## config.mk

```make
export PLATFORM = sky130hd
export DESIGN_NAME = video_status_reader
export DESIGN_NICKNAME = d
export VERILOG_FILES = /design/src/rtl/video_status_reader.sv
export SDC_FILE = /design/constraint.sdc
export NUM_CORES = 1
export LEC_CHECK = 0
export ABC_CLOCK_PERIOD_IN_PS = 3000
export CAP_MARGIN = 20
export CORE_MARGIN = 8
export CORE_UTILIZATION = 51
export CTS_BUF_LIST = sky130_fd_sc_hd__clkbuf_8
export CTS_CLUSTER_SIZE = 24
export DETAILED_ROUTE_END_ITERATION = 16
export PLACE_DENSITY = 0.94
export SLEW_MARGIN = 10
export SYNTH_ARGS = -nofsm -noshare
export SYNTH_HDL_FRONTEND = slang
export SYNTH_SLANG_ARGS = --single-unit
```

## constraint.sdc

```tcl
create_clock -name clk -period 3 [get_ports clk]
set_clock_uncertainty 0.2 [all_clocks]
set_input_delay 0.6 -clock clk [delete_from_list [all_inputs] [get_ports clk]]
set_output_delay 0.6 -clock clk [all_outputs]
set_load 0.01 [all_outputs]
```

## src/rtl/video_status_reader.sv

```systemverilog
// video_status_reader: sweeps five video-memory words per frame and commits lives/doors/positions atomically
module video_status_reader #(
  parameter int          RD_LATENCY    = 1,
  parameter logic [31:0] ADDR_P1_LIVES = 32'h6000,
  parameter logic [31:0] ADDR_P2_LIVES = 32'h7000,
  parameter logic [31:0] ADDR_DOORS    = 32'h8000,
  parameter logic [31:0] ADDR_P1_POS   = 32'h9000,
  parameter logic [31:0] ADDR_P2_POS   = 32'hA000
) (
  input  logic        clk,
  input  logic        reset,
  input  logic        refresh_req,
  input  logic [31:0] video_data,
  output logic [31:0] vga_addr,
  output logic [1:0]  p1_lives,
  output logic [1:0]  p2_lives,
  output logic [1:0]  correct_door_1,
  output logic [1:0]  correct_door_2,
  output logic [1:0]  player_1_pos,
  output logic [1:0]  player_2_pos,
  output logic        busy,
  output logic        snapshot_valid,
  output logic        field_changed,
  output logic        door_error
);
  typedef enum logic [1:0] {IDLE, FETCH, COMMIT} state_t;
  state_t state, state_nx;
  logic pending, start, cap, door_eq;
  logic [1:0] cnt;
  logic [2:0] idx;
  logic [1:0] sh_p1, sh_p2, sh_d1, sh_d2, sh_q1, sh_q2, nd1, nd2;
  logic [31:0] addr_nx;
  logic unused_bits;
  assign unused_bits = ^video_data[31:4];
  assign busy = state != IDLE;
  // next state, capture strobe, next read address and door-commit selection
  always_comb begin
    start    = state == IDLE && (refresh_req || pending);
    cap      = state == FETCH && cnt == 2'(RD_LATENCY);
    state_nx = start ? FETCH : (cap && idx == 3'd4) ? COMMIT : state == COMMIT ? IDLE : state;
    addr_nx  = idx == 3'd0 ? ADDR_P2_LIVES : idx == 3'd1 ? ADDR_DOORS : idx == 3'd2 ? ADDR_P1_POS : ADDR_P2_POS;
    door_eq  = sh_d1 == sh_d2;
    nd1      = door_eq ? correct_door_1 : sh_d1;
    nd2      = door_eq ? correct_door_2 : sh_d2;
  end
  // state register
  always_ff @(posedge clk)
    state <= reset ? IDLE : state_nx;
  // sweep sequencing, shadow capture and atomic commit
  always_ff @(posedge clk) begin
    if (reset) begin
      pending <= 1'b0;
      cnt <= '0;
      idx <= '0;
      vga_addr <= ADDR_P1_LIVES;
      {sh_p1, sh_p2, sh_d1, sh_d2, sh_q1, sh_q2} <= 12'hF10;
      {p1_lives, p2_lives, correct_door_1, correct_door_2, player_1_pos, player_2_pos} <= 12'hF10;
      snapshot_valid <= 1'b0;
      field_changed <= 1'b0;
      door_error <= 1'b0;
    end else begin
      snapshot_valid <= 1'b0;
      field_changed <= 1'b0;
      if (busy && refresh_req) pending <= 1'b1;
      else if (start) pending <= 1'b0;
      if (start) begin
        vga_addr <= ADDR_P1_LIVES;
        cnt <= '0;
        idx <= '0;
      end
      if (state == FETCH) begin
        cnt <= cap ? 2'd0 : cnt + 2'd1;
        if (cap) begin
          idx <= idx + 3'd1;
          if (idx != 3'd4) vga_addr <= addr_nx;
          sh_p1 <= idx == 3'd0 ? video_data[1:0] : sh_p1;
          sh_p2 <= idx == 3'd1 ? video_data[1:0] : sh_p2;
          sh_d1 <= idx == 3'd2 ? video_data[1:0] : sh_d1;
          sh_d2 <= idx == 3'd2 ? video_data[3:2] : sh_d2;
          sh_q1 <= idx == 3'd3 ? video_data[1:0] : sh_q1;
          sh_q2 <= idx == 3'd4 ? video_data[1:0] : sh_q2;
        end
      end
      if (state == COMMIT) begin
        {p1_lives, p2_lives, correct_door_1, correct_door_2, player_1_pos, player_2_pos} <= {sh_p1, sh_p2, nd1, nd2, sh_q1, sh_q2};
        field_changed <= {sh_p1, sh_p2, nd1, nd2, sh_q1, sh_q2} != {p1_lives, p2_lives, correct_door_1, correct_door_2, player_1_pos, player_2_pos};
        snapshot_valid <= 1'b1;
        door_error <= door_eq;
      end
    end
  end
endmodule

```

Yosys cells after proc, flatten, opt, wreduce, memory -nomap -nowiden
Index checks and enable logic that the tools add are counted.
{ "totals": {"reg_bits": 67, "out_inout_bits": 48} }
{ "classes": {"eq_ne": 10, "add_sub_neg": 2, "bitwise": 1, "n_mux": 21, "reduce_logical": 19} }
{ "ops": {"columns": ["op", "n"], "rows": [
  ["2-to-1 mux 32 bit", 4],
  ["2-to-1 mux 14 bit", 2],
  ["2-to-1 mux 16 bit", 1],
  ["AND reduction 3 bit", 5],
  ["2-to-1 mux 2 bit", 7],
  ["inequality test 12 bit", 1],
  ["2-to-1 mux 3 bit", 3],
  ["nonzero test 2 bit", 4],
  ["equality test 3 x 2 -> 1 bit (second input constant)", 2],
  ["equality test 2 x 1 -> 1 bit (second input constant)", 2],
  ["logical AND 1 bit", 4],
  ["2-to-1 mux 1 bit", 4],
  ["OR reduction 2 bit", 2],
  ["adder 3 x 1 -> 3 bit (second input constant)", 1],
  ["equality test 3 x 1 -> 1 bit (second input constant)", 1],
  ["equality test 3 bit (second input constant)", 1],
  ["logical NOT 3 bit", 1],
  ["inequality test 3 bit (second input constant)", 1],
  ["nonzero test 3 bit", 1],
  ["adder 2 x 1 -> 2 bit (second input constant)", 1],
  ["equality test 2 bit", 1],
  ["equality test 2 bit (second input constant)", 1],
  ["logical NOT 2 bit", 1],
  ["logical OR 1 bit", 1],
  ["inverter 1 bit", 1]
]} }

Longest topological paths before layout
Gate-level depths: netlist of the first run.
{ "depth": {"depth_word": 7, "ltp_mapped": 7, "ltp_nobuf": 5} }

Worst setup path after synthesis of the first run
No wires, ideal clock.
{ "synth_path": {"path_type": "register -> register", "start": "register p1_lives[0]", "end": "register field_changed", "t_arrival_ns": 1.418, "setup_slack_ns": 1.257, "synth_period_minus_slack_ns": 1.743, "setup_ns": 0.125, "stages_incl_launch_ff": 5, "path_buffers": 0, "cell_sequence": "dfxtp_1 xnor2_4 o2111ai_1 or3_1 o41a_1"} }
{ "synth_between": {"elab_chain_cells": 1} }
{ "synth_rtl": {"columns": ["element", "line", "source"], "rows": [
  ["start: declaration", "15", "output logic [1:0] p1_lives,"],
  ["start signal: assignment", "85", "{p1_lives, p2_lives, correct_door_1, correct_door_2, player_1_pos, player_2_pos} <= {sh_p1, sh_p2, nd1, nd2, s ..."],
  ["inequality test 12 bit", "86", "field_changed <= {sh_p1, sh_p2, nd1, nd2, sh_q1, sh_q2} != {p1_lives, p2_lives, correct_door_1, correct_door_2 ..."],
  ["end signal: assignment", "86", null],
  ["end: declaration", "23", "output logic field_changed,"]
]} }
No other way between the ends.
A chain may end at the register's enable or synchronous reset.

Worst setup path after layout of the first run
{ "layout_path": {"start": "register state[0]", "end": "output busy"} }
{ "layout_between": {"elab_chain_cells": 1} }
{ "layout_rtl": {"columns": ["element", "line", "source"], "rows": [
  ["start: declaration", "27", "state_t state, state_nx;"],
  ["start signal: assignment", "48", "state <= reset ? IDLE : state_nx;"],
  ["nonzero test 2 bit", "35", "assign busy = state != IDLE;"],
  ["end: declaration", "21", "output logic busy,"]
]} }
No other way between the ends.

==> flow_summary.yaml, run 1 <==
floorplan:
  die_w_um: 86.9
  dieArea_um2: 7550
  start_util_pct: 51.5
  die_y_um: 86.9
  core_um2: 4980
  fp-row-count: 26
  io_pins: 83
drt:
  ant_nets: 0
  vias_per_cell: 5.04
  vias: 2037
  drt-wirelength-per-cell_um: 14.1
  drt-pass1-iter-count: 4
  drc: 0
  routed_wl_um: 5710
  drt_iter0_drc: 144
placed_design:
  port_buffers: 54
  gp_congestion: 0.803
  placed_cells: 388
  place_hpwl_um: 4030
  dp_slack_ns: 0.554
  placed_area_um2: 3150
synthesis:
  synthesis.nets: 315
  synth.top_cell.area_share_pct: 52.3
  yosys_warnings: 0
  seq_area_frac_synth_pct: 52.3
  ys_top_cells_by_area: "dfxtp_1 52%, and2_1 6.8%, nand3_1 5.1%"
  yosysMostFrequentCell: "dfxtp_1"
  syn_area_um2: 2560
  syn_avg_cell_area_um2: 9.33
  ys_async_sr_fraction_pct: 0
  synthDistinctLibCells: 38
  ys.flop_type: "dfxtp_1"
  ys_ff_latch: 67
  synth_cells: 275
  synth_top_area_cell: "dfxtp_1"
  ys_top_cells_by_count: "67 x dfxtp_1, 34 x nand2_1, 28 x and2_1, 26 x nand3_1, 18 x a21oi_1"
  synth-edff-count: 0
sta:
  finalCritPeriodShare_pct: 78.7
  hold_viol: 0
  tns_ns: 0
  worst_slew_pin_slew_ns: 0.721
  timing.final.ws_setup_ns: 0.639
  final.min_clock_period_ns: 2.36
  maxSlewViolCount: 0
  rsz0062_at_grt: "no"
  slew_headroom_pct: 51.8
  max_freq_ghz: 0.424
  setup_viol: 0
clocking:
  cts_tree: "built"
  clock-root-buffer: "clkbuf_8"
  cts_buffers: 9
  path_clk_slew_ns: 0.07
  clkSinkCount: 67
  clk_latency_ns: 0.34
  cts_hold_buffers: 0
  post_cts_buffers: 0
  clockBufferDepth: 2
  htreeDepth: 3
  ctsResizeCount: 0
power_and_ir_drop:
  netSwitchingPower_uw: 381
  swShare_pct: 21.8
  p_leak_nw: 1.32
  ir_drop_v: 0.000401
  power_frac_seq_pct: 51.5
  comb_power_share_pct: 3.8
  p_int_mw: 1.37
  p_clk_share_pct: 44.7
  powerDensity_nw_per_um2: 521
setup_path:
  end_kind: "output pin"
  start_kind: "flop"
  crit_chain: "nor2_1 -> inv_1 -> clkdlybuf4s50_1"
  crit_arrival_ns: 1.56
  crit_path_max_incr_delay_ns: 0.53
  critPathKind: "flop to output pin"
  cp_slowest_cell: "clkdlybuf4s50_1"
  required_ns: 2.20
  path_max_fanout: 9
global_route:
  grt_max_degree: 29
  grt_first_pass_wirelength_um: 9720
  grt_pass1_vias: 2141
  antenna_found_initial: 0
  track_usage_pct: 16.6
  grt.overflow.total: 0
finish:
  drive_gt1_share_pct: 7.78
  nNetsFinal: 369
  stdcell_count: 404
  largest_register_ff_count: 32
  regMostFlops: "vga_addr"
  area_growth_pct: 31.1
  n_antenna_cell: 0
  reg_top3: "vga_addr: 32 flops, idx: 3 flops"
  finalInstanceArea_um2: 3360
hold_path:
  min_path_type: "flop to flop"
run:
  drv_cap: 0
outcome:
  status: "finished clean"
cells in the final DEF (no fill, tap or decap), drive strengths merged:
master and count:
xnor2 8, xor2 3, and2 28, buf 2, clkinvlp 1, ha 5, a211o 1, nor2 16
nor3 8, clkbuf 12, o2111ai 2, nand3 26, nand2b 5, bufinv 1, dfxtp 67, nand4bb 1
mux2i 5, clkinv 2, o41a 1, nor2b 5, o22ai 1, o211ai 1, inv 9, nand3b 1
clkdlybuf4s50 54, or3 1, a31oi 2, o21ai 9, o311ai 1, a21oi 19, nor4bb 1, a211oi 2
nand2 34
through the flow:
stage	hold WS, ns	total power, mW	util [%]
final	0.260	1.75	67.5
after global routing	0.282	1.81	67.5
after CTS	0.265	1.76	67.5
after detailed placement	0.243	0.989	63.3
after global placement	0.241	0.986	63.3
after floorplan	0.242	0.964	-
final timing paths:
check,from,endpoint,slack [ns],cells past startpoint
min reg2reg,vga_addr[27],vga_addr[27],0.26,1
max reg2reg,state[1],vga_addr[17],0.97,4
max,state[0],busy,0.64,3
min,vga_addr[27],vga_addr[27],0.26,1
routing by layer:
metal	up-vias	GRT usage [%]	routed length [um]
met4	0	8.76	116
met1	941	17.0	2380
met5	-	0	0
met2	61	26.8	2640
li1	1022	-	-
met3	13	8.77	583
critical path: cells and delay by family (launching register included):
| kind | cells | cell delay, ns |
|---|---|---|
| buffers and inverters | 2 | 0.59 |
| DFF | 1 | 0.50 |
| and+or+nand+nor | 1 | 0.13 |
cell families (layout without fill, tap and decap cells):
family	after synthesis	count (layout)	synth area share [%]
flip-flops	67	67	52.3
XOR/XNOR	11	11	5.22
AO/OA/AOI/OAI	39	39	9.17
multiplexers	5	5	1.95
AND/OR/NAND/NOR	126	126	25.3
buffers and inverters	22	81	3.61
adder cells (fa/ha/maj)	5	5	2.44
power by group through the flow:
stage               Sequential (mW)  Combinational (mW)  Clock (mW)
finish                        0.902              0.0661       0.782
global route                  0.902              0.0734       0.837
detailed placement            0.922              0.0665           0
CTS                           0.902              0.0666       0.795
floorplan                     0.921              0.0435           0
global placement              0.921              0.0643           0
layout make-up:
| class | count | area, um2 |
|---|---|---|
| Clock buffer | 12 | 165 |
| Clock inverter | 4 | 47.5 |
| Fill cell | 389 | 1620 |
| Inverter | 9 | 33.8 |
| Multi-Input combinational cell | 186 | 1130 |
| Sequential cell | 67 | 1340 |
| Tap cell | 70 | 87.6 |
| Timing Repair Buffer | 56 | 556 |
Note: power is estimated with default switching activity, not from simulation.
==> run 2, diff against run 1 <==
--- a/config.mk
+++ b/config.mk
@@ -5,14 +5,14 @@
 export SDC_FILE = /design/constraint.sdc
 export NUM_CORES = 1
 export LEC_CHECK = 0
-export ABC_CLOCK_PERIOD_IN_PS = 3000
+export ABC_CLOCK_PERIOD_IN_PS = 1960
 export CAP_MARGIN = 20
 export CORE_MARGIN = 8
-export CORE_UTILIZATION = 51
+export CORE_UTILIZATION = 43
 export CTS_BUF_LIST = sky130_fd_sc_hd__clkbuf_8
 export CTS_CLUSTER_SIZE = 24
 export DETAILED_ROUTE_END_ITERATION = 16
-export PLACE_DENSITY = 0.94
+export PLACE_DENSITY = 0.85
 export SLEW_MARGIN = 10
 export SYNTH_ARGS = -nofsm -noshare
 export SYNTH_HDL_FRONTEND = slang
==> constraint.sdc (replaced) <==
create_clock -name clk -period 1.96 [get_ports clk]
set_clock_uncertainty 0.2 [all_clocks]
set_input_delay 0.392 -clock clk [delete_from_list [all_inputs] [get_ports clk]]
set_output_delay 0.392 -clock clk [all_outputs]
set_load 0.01 [all_outputs]
==> flow_summary.yaml, run 2 (same netlist as run 1, synthesis figures left out) <==
power_and_ir_drop:
  comb_power_share_pct: 4.0
  p_clk_share_pct: 50.1
  p_leak_nw: 1.41
  ir_drop_v: 0.000655
  swShare_pct: 20.3
  netSwitchingPower_uw: 611
  power_frac_seq_pct: 45.9
  powerDensity_nw_per_um2: 854
  p_int_mw: 2.39
finish:
  final_cell_mix: "60 x dfxtp_1, 53 x clkdlybuf4s50_1, 34 x nand2_1"
  largest_register_ff_count: 32
  reg_top3: "vga_addr: 32 flops, idx: 3 flops"
  drive_gt1_share_pct: 12.5
  regMostFlops: "vga_addr"
  post-route-util_pct: 60.1
  nNetsFinal: 379
  final_common_cell: "dfxtp_1"
  area_growth_pct: 37.0
  n_antenna_cell: 0
sta:
  setup_viol: 0
  slew_headroom_pct: 51.6
  tns_ns: 0
  hold_viol: 0
  final.min_clock_period_ns: 1.88
  max_freq_ghz: 0.531
  finalCritPeriodShare_pct: 96.0
  worst_slew_pin_slew_ns: 0.722
  maxSlewViolCount: 0
clocking:
  cts_tree: "built"
  cts_buffers: 9
  htreeDepth: 3
  clkSinkCount: 67
  clockBufferDepth: 2
  clock-root-buffer: "clkbuf_8"
  clk_latency_ns: 0.34
  post_cts_buffers: 0
  path_clk_slew_ns: 0.07
floorplan:
  fp-row-count: 28
  dieArea_um2: 8690
  core_um2: 5850
  start_util_pct: 43.8
  die_w_um: 93.2
  die_y_um: 93.2
  io_pins: 83
setup_path:
  cp.buffers_inverters: 1
  critPathTopFamily: "buffers and inverters"
  path_max_fanout: 3
  crit_chain: "clkdlybuf4s50_1"
  cp_slowest_cell: "clkdlybuf4s50_1"
  end_kind: "output pin"
  required_ns: 1.37
  critPathKind: "flop to output pin"
  start_kind: "flop"
  crit_arrival_ns: 1.29
  crit_path_max_incr_delay_ns: 0.55
drt:
  routed_wl_um: 6290
  met3_length_um: 648
  vias_per_cell: 5.00
  drt_iter0_drc: 94
  highest_layer: "met4"
  vias: 2096
  drc: 0
  drt-pass1-iter-count: 5
  drt-wirelength-per-cell_um: 15.0
  wl_met1_um: 2480
  ant_nets: 0
  met2_length_um: 3090
global_route:
  grt_max_degree: 29
  grt_pass1_vias: 2253
  grt_first_pass_wirelength_um: 10500
  track_usage_pct: 15.1
  grt.overflow.total: 0
  antenna_found_initial: 0
placed_design:
  port_buffers: 54
  place_hpwl_um: 4440
  gp_congestion: 0.836
run:
  drv_cap: 0
hold_path:
  min_path_type: "flop to flop"
outcome:
  status: "finished clean"
run 2: changes by cell type in the layout (fill, tap and decap cells not counted), moves of 2 or more:
cell and delta:
buf_4 +9, dfxtp_1 -7, dfxtp_2 +6, bufinv_16 +3, clkbuf_8 -3, clkinv_2 -2, clkinv_4 +2
run 2: worst paths after layout:
path                                  start      endpoint  slack, ns  depth (start not counted)
worst max-delay path            p1_lives[0]   p1_lives[0]       0.08                          1
worst min register to register  vga_addr[9]   vga_addr[9]       0.27                          1
worst min-delay path            vga_addr[9]   vga_addr[9]       0.27                          1
worst max register to register       idx[0]  vga_addr[30]       0.17                          5
run 2: power groups by stage:
stage          logic, mW  clock network, mW  registers [mW]
6_report           0.121               1.50            1.38
5_1_grt            0.136               1.59            1.38
4_1_cts            0.117               1.53            1.38
3_5_place_dp       0.115                  0            1.41
3_3_place_gp       0.113                  0            1.41
2_1_floorplan     0.0666                  0            1.41
run 2: layer usage:
metal / track usage [%] / vias up
met5: 0 / -
met4: 4.97 / 0
met3: 8.41 / 8
met2: 24.9 / 55
met1: 16.0 / 989
li1: - / 1044
run 2: cell type report:
type	count	area, um2
clock inverter	7	141
timing repair buffer	65	626
fill	488	2340
clock buffer	9	124
inverter	9	33.8
sequential	67	1350
multi-input combinational	187	1140
tap	75	93.8
run 2: stage by stage:
| step | power, mW | instances | cell area, um2 | hold slack [ns] | worst slack [ns] |
|---|---|---|---|---|---|
| global route | 3.10 | 419 | 3510 | 0.280 | -0.00387 |
| floorplan | 1.48 | 275 | 2560 | 0.242 | 0.217 |
| global placement | 1.52 | 402 | 3220 | 0.241 | -0.196 |
| CTS | 3.02 | 418 | 3500 | 0.267 | -0.0162 |
| finish | 3.00 | 419 | 3510 | 0.266 | 0.0774 |
| detailed placement | 1.53 | 402 | 3220 | 0.243 | -0.238 |
run 2: repair_timing:
action / in CTS / in global routing
cloned: 0 / 1
resized for setup: 6 / 4
pin swaps: 0 / 1
hold buffers: 0 / 0
setup endpoints to repair: 3 / 24
